`config.mk`:
```
export PLATFORM = sky130hd
export DESIGN_NAME = pipe_stage_reg
export DESIGN_NICKNAME = d
export VERILOG_FILES = /design/src/rtl/pipe_stage_reg.sv
export SDC_FILE = /design/constraint.sdc
export NUM_CORES = 1
export LEC_CHECK = 0
export BUFFER_PORTS_ARGS = -buffer_cell sky130_fd_sc_hd__buf_4
export CAP_MARGIN = 20
export CORE_MARGIN = 8
export CORE_UTILIZATION = 48
export CTS_BUF_LIST = sky130_fd_sc_hd__clkbuf_4
export DETAILED_ROUTE_END_ITERATION = 8
export HOLD_SLACK_MARGIN = 0.02
export PLACE_DENSITY = 0.79
export SYNTH_ARGS = -nofsm -noshare
export SYNTH_HDL_FRONTEND = slang
export SYNTH_SLANG_ARGS = --single-unit
```
`constraint.sdc`:
```
create_clock -name Clk -period 1.24 [get_ports Clk]
set_clock_uncertainty 0.15 [all_clocks]
set_input_delay 0.31 -clock Clk [delete_from_list [all_inputs] [get_ports Clk]]
set_output_delay 0.31 -clock Clk [all_outputs]
set_load 0.05 [all_outputs]
```
`src/rtl/pipe_stage_reg.sv`:
```
// pipe_stage_reg: valid/ready pipeline stage register (IR + PC+4) with synchronous flush.
// Define PIPE_STAGE_SKID_EN to add a one-entry skid buffer and a registered In_Ready.
module pipe_stage_reg #(
    parameter int IR_W = 32,
    parameter int PC_W = 32
) (
    input  logic            Clk,
    input  logic            Reset_n,
    input  logic            In_Valid,
    output logic            In_Ready,
    input  logic [IR_W-1:0] In_IR,
    input  logic [PC_W-1:0] In_PC4,
    input  logic            Flush,
    output logic            Out_Valid,
    input  logic            Out_Ready,
    output logic [IR_W-1:0] Out_IR,
    output logic [PC_W-1:0] Out_PC4
);
    typedef enum logic [1:0] {EMPTY, ONE, TWO} state_t;

    state_t          state_q, state_d;
    logic [IR_W-1:0] ir_q, ir_d;
    logic [PC_W-1:0] pc4_q, pc4_d;
    logic            acc, con;

    assign Out_Valid = state_q != EMPTY;
    assign Out_IR    = ir_q;
    assign Out_PC4   = pc4_q;
    assign acc       = In_Valid && In_Ready;
    assign con       = Out_Valid && Out_Ready;

`ifdef PIPE_STAGE_SKID_EN
    logic [IR_W-1:0] sk_ir_q, sk_ir_d;
    logic [PC_W-1:0] sk_pc4_q, sk_pc4_d;
    logic            rdy_q, rdy_d;

    assign In_Ready = rdy_q;

    always_comb begin
        state_d  = state_q;
        ir_d     = ir_q;
        pc4_d    = pc4_q;
        sk_ir_d  = sk_ir_q;
        sk_pc4_d = sk_pc4_q;
        if (Flush) begin
            state_d  = EMPTY;
            ir_d     = '0;
            pc4_d    = '0;
            sk_ir_d  = '0;
            sk_pc4_d = '0;
        end else begin
            case (state_q)
                EMPTY: begin
                    if (acc) begin
                        state_d = ONE;
                        ir_d    = In_IR;
                        pc4_d   = In_PC4;
                    end
                end
                ONE: begin
                    if (acc && con) begin
                        ir_d  = In_IR;
                        pc4_d = In_PC4;
                    end else if (acc) begin
                        state_d  = TWO;
                        sk_ir_d  = In_IR;
                        sk_pc4_d = In_PC4;
                    end else if (con) begin
                        state_d = EMPTY;
                        ir_d    = '0;
                        pc4_d   = '0;
                    end
                end
                TWO: begin
                    // In_Ready is low here, so only a consume can move the stage
                    if (con) begin
                        state_d  = ONE;
                        ir_d     = sk_ir_q;
                        pc4_d    = sk_pc4_q;
                        sk_ir_d  = '0;
                        sk_pc4_d = '0;
                    end
                end
                default: begin
                    state_d  = EMPTY;
                    ir_d     = '0;
                    pc4_d    = '0;
                    sk_ir_d  = '0;
                    sk_pc4_d = '0;
                end
            endcase
        end
        rdy_d = state_d != TWO;
    end

    always_ff @(posedge Clk or negedge Reset_n) begin
        if (!Reset_n) begin
            state_q  <= EMPTY;
            ir_q     <= '0;
            pc4_q    <= '0;
            sk_ir_q  <= '0;
            sk_pc4_q <= '0;
            rdy_q    <= 1'b1;
        end else begin
            state_q  <= state_d;
            ir_q     <= ir_d;
            pc4_q    <= pc4_d;
            sk_ir_q  <= sk_ir_d;
            sk_pc4_q <= sk_pc4_d;
            rdy_q    <= rdy_d;
        end
    end
`else
    assign In_Ready = !Out_Valid || Out_Ready;

    // Without a skid register an accept always lands in main, replacing or filling it
    always_comb begin
        state_d = Flush ? EMPTY : acc ? ONE : con ? EMPTY : state_q;
        ir_d    = (Flush || (!acc && con)) ? '0 : acc ? In_IR : ir_q;
        pc4_d   = (Flush || (!acc && con)) ? '0 : acc ? In_PC4 : pc4_q;
    end

    always_ff @(posedge Clk or negedge Reset_n) begin
        if (!Reset_n) begin
            state_q <= EMPTY;
            ir_q    <= '0;
            pc4_q   <= '0;
        end else begin
            state_q <= state_d;
            ir_q    <= ir_d;
            pc4_q   <= pc4_d;
        end
    end
`endif
endmodule

```
==> results_dict.tcl <==
set metrics [dict create \
    overflow 0 \
    drc 0 \
    cts_buffers 9 \
    violations "negative setup slack" \
    core_area_um2 8680 \
    drt_first_pass_iters 5 \
    cts_tree "built" \
    grt_pass1_vias 4571 \
    die_y_um 111 \
    final_common_cell "buf_4" \
    tightest_slew_ps 410 \
    die_area_um2 12200 \
    power.static_leakage_nw 3.25 \
    fin_ws_ps -378 \
    rsz0062_at_grt "true" \
    gp_congestion 0.732 \
    synthMuxAreaShare 0.149 \
    io_pins 135 \
    timing.hold.ws_ps 49.3 \
    placed_cell_area_um2 5380 \
    intPower_mw 4.26 \
    syn2layout_area_growth_pct 65.6 \
    wire_per_inst_um 21.5 \
    sequentialPowerShare 0.362 \
    synth-simple-area-share 0.228 \
    period_share 1.31 \
    most-common-layout-cells "buf_4, buf_6" \
    peakVddDrop_mv 0.650 \
    cp-start-kind "register" \
    drive_gt1_frac 0.565 \
    cp_data_arrival_time_ps 1160 \
    ant_nets 0 \
    hold_path.class "input pin to register" \
    clkSinkCount 65 \
    clk_pin_slew_ps 120 \
    synth_cell_types 16 \
    grt_max_degree 66 \
    multiInputGateArea_um2 2690 \
    period_needed_ps 1620 \
    cts-htree-levels 3 \
    wirelength_um 15100 \
    root_buffer "clkbuf_4" \
    grt_pass1_wl_um 23700 \
    p_sw_frac 0.371 \
    start_util 0.494 \
    endpoint_kind "output port" \
    seqCellArea_um2 1630 \
    first_iter_violations 191 \
    maxCapViolCount 0 \
    ys_ff_latch 65 \
    ctsLongestPathBuffers 2 \
    vias_per_cell 6.09 \
    layout.nets 661 \
    syn_avg_cell_area_um2 11.4 \
    cp.required_ps 780 \
    slew_headroom 0.727 \
    async_flop_share 1.00 \
    clkPwrFrac 0.206 \
    p_switching_mw 2.52 \
    finalSetupTns_ps -28390 \
    synth_xor_area_frac 0 \
    setup-violations-final 131 \
    ys_warn_count 0 \
    power.density_nw_per_um2 954 \
    stdcell_area_um2 7100 \
    finalHoldViolations 0 \
    synth_top_family_by_area "simple AND/OR/NAND/NOR gates" \
    worstPathMaxFanout 4 \
    nFillCells 495 \
    port_buffers 134 \
    final_util 0.818 \
    syn_nets 445 \
    dr_total_vias 4287 \
    track_usage 0.231 \
    synth_fa_ha_area_frac 0 \
    die_x_um 111 \
    fmax_ghz 0.618 \
    ys.flop_type "dfrtp_1" \
    postSynthCellCount 376 \
    antenna_found_initial 0 \
    status "finished with violations" \
    power_frac_comb 0.432 \
    antennaDiodeCount 0 \
    rows 34 \
    yosysSeqAreaShare 0.379 \
    syn-cell-area_um2 4290 \
    synth_edf_count 0 \
    post-dp-hpwl_um 8190 \
    worstSetupPathType "register to output port" \
    clkLatencyLatePin_ps 380 \
    synth_compound_area_frac 0.154 \
    final_max_slew_viol_count 0 \
]
==> registers in the layout, indices dropped and copies added (netlist names) <==
signal,cells
Out_IR,32
Out_PC4,32
state_q,1
==> layer usage <==
layer  global-route usage  up-vias  wire length [µm]
met2                0.394      156              7930
met4               0.0685        0               259
li1                     -     1920                 -
met3               0.0449       24               705
met1                0.286     2187              6210
met5                    0        -                 0
==> what timing repair did <==
action / in CTS / in global routing
endpoints found under the hold margin: 65 / 0
gates resized for setup: 130 / 8
endpoints found under the setup margin: 130 / 130
hold buffers: 1 / 0
gates cloned: 9 / 0
buffers inserted: 68 / 18
pin swaps: 2 / 3
==> cells in the mapped netlist (2+ instances only) <==
library cell,count,area share
mux2i_1,64,0.15
nand2_1,64,0.056
o221ai_2,15,0.053
nand2b_1,2,0.0029
buf_12,5,0.023
o221ai_1,49,0.10
nand4bb_1,64,0.17
clkbuf_1,18,0.016
dfrtp_1,65,0.38
buf_2,12,0.014
buf_6,8,0.021
buf_4,6,0.011
==> area by class of cell <==
| type | instances | area share |
|---|---|---|
| Clock buffer | 10 | 0.0106 |
| Clock inverter | 5 | 0.00670 |
| Inverter | 1 | 0.000529 |
| Multi-Input combinational cell | 261 | 0.379 |
| Sequential cell | 65 | 0.229 |
| Tap cell | 108 | 0.0190 |
| Timing Repair Buffer | 254 | 0.355 |
==> final timing paths <==
path | start | to | slack, ps | cells past startpoint
max in group asynchronous | Reset_n | state_q[0] | 320 | 3
worst min register to register | Out_PC4[24] | Out_PC4[24] | 490 | 2
worst min-delay path | In_IR[7] | Out_IR[7] | 50 | 3
worst max register to register | state_q[0] | Out_PC4[26] | -290 | 5
worst max-delay path | state_q[0] | In_Ready | -380 | 3
min in group asynchronous | Reset_n | Out_PC4[27] | 300 | 3
==> power groups by stage <==
stage               sequential, mW  clock [mW]  combinational, mW
floorplan                     3.09           0              0.745
global placement              2.49           0               2.02
detailed placement            2.49           0               2.06
CTS                           2.44        1.42               2.77
global route                  2.47        1.50               3.06
finish                        2.45        1.40               2.93
==> through the flow <==
step	setup WS, ps	power [mW]	instances
floorplan	-147	3.83	376
global placement	-142	4.51	593
detailed placement	-240	4.55	593
CTS	-386	6.64	686
global route	-433	7.03	704
finish	-378	6.78	704
==> critical path: stages (launching register included) <==
cell and delay [ps]:
dfrtp_2 420, buf_6 130, nand2b_4 70, buf_8 140
==> cell families after synthesis <==
family          after synthesis
buf+inv                      51
simple gates                131
flops                        65
compound gates               65
mux                          64
(Power assumes the default switching activity.)
